File: src/rtl/btn_intr_ctrl.sv
// rtl/btn_intr_ctrl.sv - debounced button pulse to held CPU interrupt request with pending count and holdoff
// Optional ack-timeout withdrawal is built when INTR_TIMEOUT_EN is defined.
module btn_intr_ctrl #(
    parameter int PEND_W       = 4,
    parameter int HOLDOFF_CLKS = 8,
    parameter int TIMEOUT_CLKS = 255
) (
    input  logic              CLK,
    input  logic              RST,
    input  logic              EVT,
    input  logic              INTR_EN,
    input  logic              INTR_ACK,
    input  logic              CLR_OVF,
    output logic              INTR,
    output logic [PEND_W-1:0] PEND_CNT,
    output logic              OVERFLOW
);

    localparam int HW = $clog2(HOLDOFF_CLKS + 1);

    typedef enum logic [1:0] {
        IDLE    = 2'd0,
        REQ     = 2'd1,
        HOLDOFF = 2'd2
    } state_t;

    state_t          state;
    state_t          state_nxt;
    logic            evt_q;
    logic            rise;
    logic            dec;
    logic [HW-1:0]   hold_cnt;
    logic            hold_done;

`ifdef INTR_TIMEOUT_EN
    localparam int TW = $clog2(TIMEOUT_CLKS + 1);
    logic [TW-1:0]   to_cnt;
    logic            to_hit;
    assign to_hit = (to_cnt == TW'(TIMEOUT_CLKS - 1));
`endif

    assign rise      = EVT & ~evt_q;
    assign dec       = (state == REQ) & INTR_ACK;
    assign hold_done = (hold_cnt == HW'(HOLDOFF_CLKS - 1));
    assign INTR      = (state == REQ);

    always_comb begin
        state_nxt = state;
        case (state)
            IDLE: begin
                if (PEND_CNT != '0 && INTR_EN)
                    state_nxt = REQ;
            end
            REQ: begin
                if (INTR_ACK)
                    state_nxt = HOLDOFF;
`ifdef INTR_TIMEOUT_EN
                else if (to_hit)
                    state_nxt = HOLDOFF;
`endif
                else if (!INTR_EN)
                    state_nxt = IDLE;
            end
            HOLDOFF: begin
                if (hold_done)
                    state_nxt = IDLE;
            end
            default: state_nxt = IDLE;
        endcase
    end

    always_ff @(posedge CLK) begin
        if (RST) begin
            state    <= IDLE;
            evt_q    <= 1'b1;
            hold_cnt <= '0;
            PEND_CNT <= '0;
            OVERFLOW <= 1'b0;
`ifdef INTR_TIMEOUT_EN
            to_cnt   <= '0;
`endif
        end else begin
            state    <= state_nxt;
            evt_q    <= EVT;
            // Counter idles at zero so HOLDOFF always starts counting from 0.
            hold_cnt <= (state == HOLDOFF) ? hold_cnt + 1'b1 : '0;
`ifdef INTR_TIMEOUT_EN
            to_cnt   <= (state == REQ) ? to_cnt + 1'b1 : '0;
`endif
            case ({rise, dec})
                2'b10: begin
                    if (!(&PEND_CNT))
                        PEND_CNT <= PEND_CNT + 1'b1;
                end
                2'b01: begin
                    if (PEND_CNT != '0)
                        PEND_CNT <= PEND_CNT - 1'b1;
                end
                default: ;
            endcase
            // A dropped event outranks a same-cycle clear so it is never lost.
            if (rise && !dec && (&PEND_CNT))
                OVERFLOW <= 1'b1;
            else if (CLR_OVF)
                OVERFLOW <= 1'b0;
        end
    end

endmodule
File: config.mk
export PLATFORM = sky130hd
export DESIGN_NAME = btn_intr_ctrl
export DESIGN_NICKNAME = d
export VERILOG_FILES = /design/src/rtl/btn_intr_ctrl.sv
export SDC_FILE = /design/constraint.sdc
export NUM_CORES = 1
export LEC_CHECK = 0
export BUFFER_PORTS_ARGS = -buffer_cell sky130_fd_sc_hd__clkbuf_2
export CAP_MARGIN = 0
export CORE_ASPECT_RATIO = 1.2
export CORE_MARGIN = 4
export CORE_UTILIZATION = 33
export CTS_CLUSTER_SIZE = 10
export DETAILED_ROUTE_END_ITERATION = 7
export GPL_TIMING_DRIVEN = 0
export SYNTH_ARGS = -nofsm -noshare
export SYNTH_HDL_FRONTEND = slang
export SYNTH_SLANG_ARGS = --single-unit
File: constraint.sdc
create_clock -name CLK -period 2.1 [get_ports CLK]
set_input_delay 0.42 -clock CLK [delete_from_list [all_inputs] [get_ports CLK]]
set_output_delay 0.42 -clock CLK [all_outputs]
set_load 0.03 [all_outputs]
==> results summary <==
Buffers inserted during clock tree synthesis total 3. The data arrival at the endpoint of the critical path is 2.16 ns. Of all nets on the critical path, the largest fanout is 5. Ranked by total cell area, the synthesized netlist is headed by dfxtp_1 37%, ha_1 9.7%, a21oi_1 4.7%. The slew at the pin closest to its max-slew limit is 0.3538 ns.

The detailed-route wire length per cell came out at 11.46 µm. The placement row count is 17. Global routing used 3.979% of the available met3 tracks.

The diode insertion count for antenna repair is 0. The die covers 2731 µm². The type of destination of the critical path is a flop. The violation count after the first detailed-route iteration is 6. The maximum number of pins on one net before global-route repair came out at 10. The maximum clock frequency is 510.1 MHz.

No sink is reached through more buffers than the 2 on the longest clock path. After Yosys synthesis, full adders, half adders and majority gates account for 9.690% of the synthesized area. In this run the horizontal extent of the chip is 48.38 µm. The number of sinks driven by the clock tree came out at 12.

The netlist uses 28 different library cells. The number of standard cells after synthesis is 72. In this run the worst setup path begins at state[0]. Measured along the y axis, the die boundary spans 56.45 µm. The cell area after synthesis is 645.6 µm². The number of cells on the worst reg-to-reg path came out at 8.

The run finished with clean final reports. The final count of hold timing violations is 0. The max-slew violation count came out at 0. Leaving out fill and tap cells, the most frequent cell in the layout is dfxtp_1. The number of setup buffers added after CTS came out at 0. The area of the core region came out at 1851 µm². Detailed placement ended at an HPWL of 917.1 µm. The first-pass GRT wire length came out at 2201 µm. The initial antenna violation count is 0. The global routing usage on met2 came out at 17.35%.

The global-route track usage on met1 is 11.04%. The largest clock skew in the final design is 0.008951 ns. The minimum clock period came out at 1.961 ns. The tree is rooted in a clkbuf_4. The startpoint identified for the worst register-to-register timing path is state[0]. The ratio of final minimum period to clock period came out at 93.36%.

The synthesized area divided by synthesized cell count came out at 8.967 µm². The static leakage is 0.3280 nW. After synthesis, the largest family of logic cells by area is simple AND/OR/NAND/NOR gates. met2 is the most crowded layer. The remaining global-route overflow is 0. Setup violations remaining at the end of the flow were counted as 0. The number of placed I/O pins came out at 12. Global routing used 10.27% of the available tracks. The congestion estimate from routability-driven global placement came to 0.8044.

The xor and xnor area share after synthesis came out at 5.426%. In the layout the commonest cells are 11 x dfxtp_1, 10 x clkbuf_2, 8 x nor2_1, 6 x inv_1, 6 x a21oi_1. The worst hold slack is 0.3324 ns. The cell taking the most area after synthesis is dfxtp_1.

The area fraction in and, or, nand and nor cells after synthesis came out at 24.61%. The final wirelength is 1192 µm. The count of H-tree levels built during CTS came out at 1. For this configuration, the core starts out at a cell density of 34.89%. Measured against its own limit, the worst slew margin works out to 76.41%. The CTS clock-pin slew for the worst setup and hold paths came out at 0.08 ns. The synthesized net count came out at 83.

The total via count in the routed design came out at 542. The worst register-to-register path ends at PEND_CNT[3]. The source-to-sink clock delay at the later pin of the worst-skew pair came out at 0.28 ns. TritonCTS built the clock tree.

The most used flip-flop cell after synthesis is dfxtp_1. In this run the worst hold path is classified as in2reg. The average vias per placed instance is 5.212. The worst setup path is launched from a flop. The multiplexer fraction of the synthesized cell area came out at 0%. The final layout net count is 98. The number of hold-repair buffers added at the cts stage is 0.

The number of iterations in the first detailed-routing pass is 4. The number of enable-type register cells in the synthesized netlist came out at 0. The top cell type's share of synthesized area came out at 37.21%. STA puts the critical path data required time at 2.30 ns. The largest voltage drop on the vdd net is 0.4071 mV.

The destination of the critical timing path is PEND_CNT[3]. The complex-gate fraction of the synthesized area is 16.09%. The fraction of final layout cells sized beyond drive strength 1 came out at 28.24%. Setup repair after global routing left no endpoint under its margin. For this run, design rule violations remaining after detail routing come to 0. After routing, the total negative slack on setup checks comes to 0 ns. The worst setup path is of the reg2reg kind.

The number of global-route vias before repair came out at 520. The internal reg-to-reg setup slack is 0.14 ns. The count of port buffers added during placement came out at 10. Compared with the post-synthesis result, the final layout area differs by 18.22%. The power per unit of standard cell area is 567.5 nW/µm².

The remaining number of nets flagged by the antenna check after routing is 0. The fraction of registers with async set/reset is 0%. The number of max-cap violations came out at 0.

The flop and latch count out of synthesis came out at 12. The warning count from the yosys run came out at 0. The proportion of synthesized chip area in sequential cells is 37.21%.
-- cell type report --
type                       instances  area [µm²]
buffer                             2       22.52
clock buffer                       3       22.52
fill                             198        1087
inverter                           6       22.52
multi-input combinational         52       380.4
sequential                        12       241.5
tap                               19       23.77
timing repair buffer              10       50.05
-- sequential cells by signal, indices dropped and copies added (netlist names) --
name      flops
state         2
OVERFLOW      1
evt_q         1
PEND_CNT      4
hold_cnt      4
-- cell usage after synthesis (2+ instances only) --
cell type / instances
dfxtp_1: 12
nor2_1: 8
a21oi_1: 6
inv_1: 6
ha_1: 5
nand3b_1: 4
nor2b_1: 3
nor3_1: 3
buf_6: 2
o21ai_0: 2
or2_2: 2
xnor2_1: 2
xor2_1: 2
-- how the worst min path moves through the flow --
stage | to | from | depth (start not counted) | slack, ns
floorplan | hold_cnt[0] | hold_cnt[0] | 1 | 0.42
global placement | hold_cnt[0] | hold_cnt[0] | 1 | 0.44
detailed placement | hold_cnt[0] | hold_cnt[0] | 1 | 0.44
CTS | PEND_CNT[3] | RST | 2 | 0.33
global route | PEND_CNT[3] | RST | 2 | 0.32
finish | PEND_CNT[3] | RST | 2 | 0.33
-- routing by layer --
metal	vias to the layer above	share of wire, %
li1	273	-
met5	-	0
met2	11	51
met1	254	42
met3	4	4.9
met4	0	1.8
-- critical path: stages (launching register included) --
cell and delay [ns]:
dfxtp_2 0.36, nor2b_4 0.14, nand2_1 0.09, inv_1 0.13
ha_4 0.18, or3b_1 0.36, a211oi_2 0.23, o21ai_1 0.12
a221oi_2 0.27
-- through the flow --
step	setup slack [ns]	cells	utilization [%]	area, µm²	power, W
after floorplan	0.08032	72	-	653.1	0.0002793
after detailed placement	0.03590	101	39.28	726.9	0.0002932
after global routing	0.008516	104	41.24	763.2	0.0004655
after global placement	0.08850	101	39.28	726.9	0.0002929
final	0.1394	104	41.24	763.2	0.0004331
after CTS	0.01446	104	40.50	749.5	0.0004399
-- timing repair --
action | 4_1_cts | 5_1_grt
hold endpoints to repair | 0 | 0
setup endpoints to repair | 0 | 2
gates resized for setup | 0 | 3
-- where the power goes --
| part | total [W] | switching [W] | leakage, nW | internal (W) |
|---|---|---|---|---|
| clock network | 0.000144 | 0.0000777 | 0.0138 | 0.0000665 |
| registers | 0.000238 | 0.00000494 | 0.0977 | 0.000233 |
| logic | 0.0000512 | 0.0000291 | 0.216 | 0.0000220 |
| total | 0.000433 | 0.000112 | 0.328 | 0.000321 |
-- logic make-up after synthesis --
logic type | Yosys count
xor gates and xnor gates | 4
AOI/OAI and AO/OA | 15
buffers and inverters | 8
adders and majority gates | 5
DFF | 12
and+or+nand+nor | 28
(Power assumes the default switching activity.)
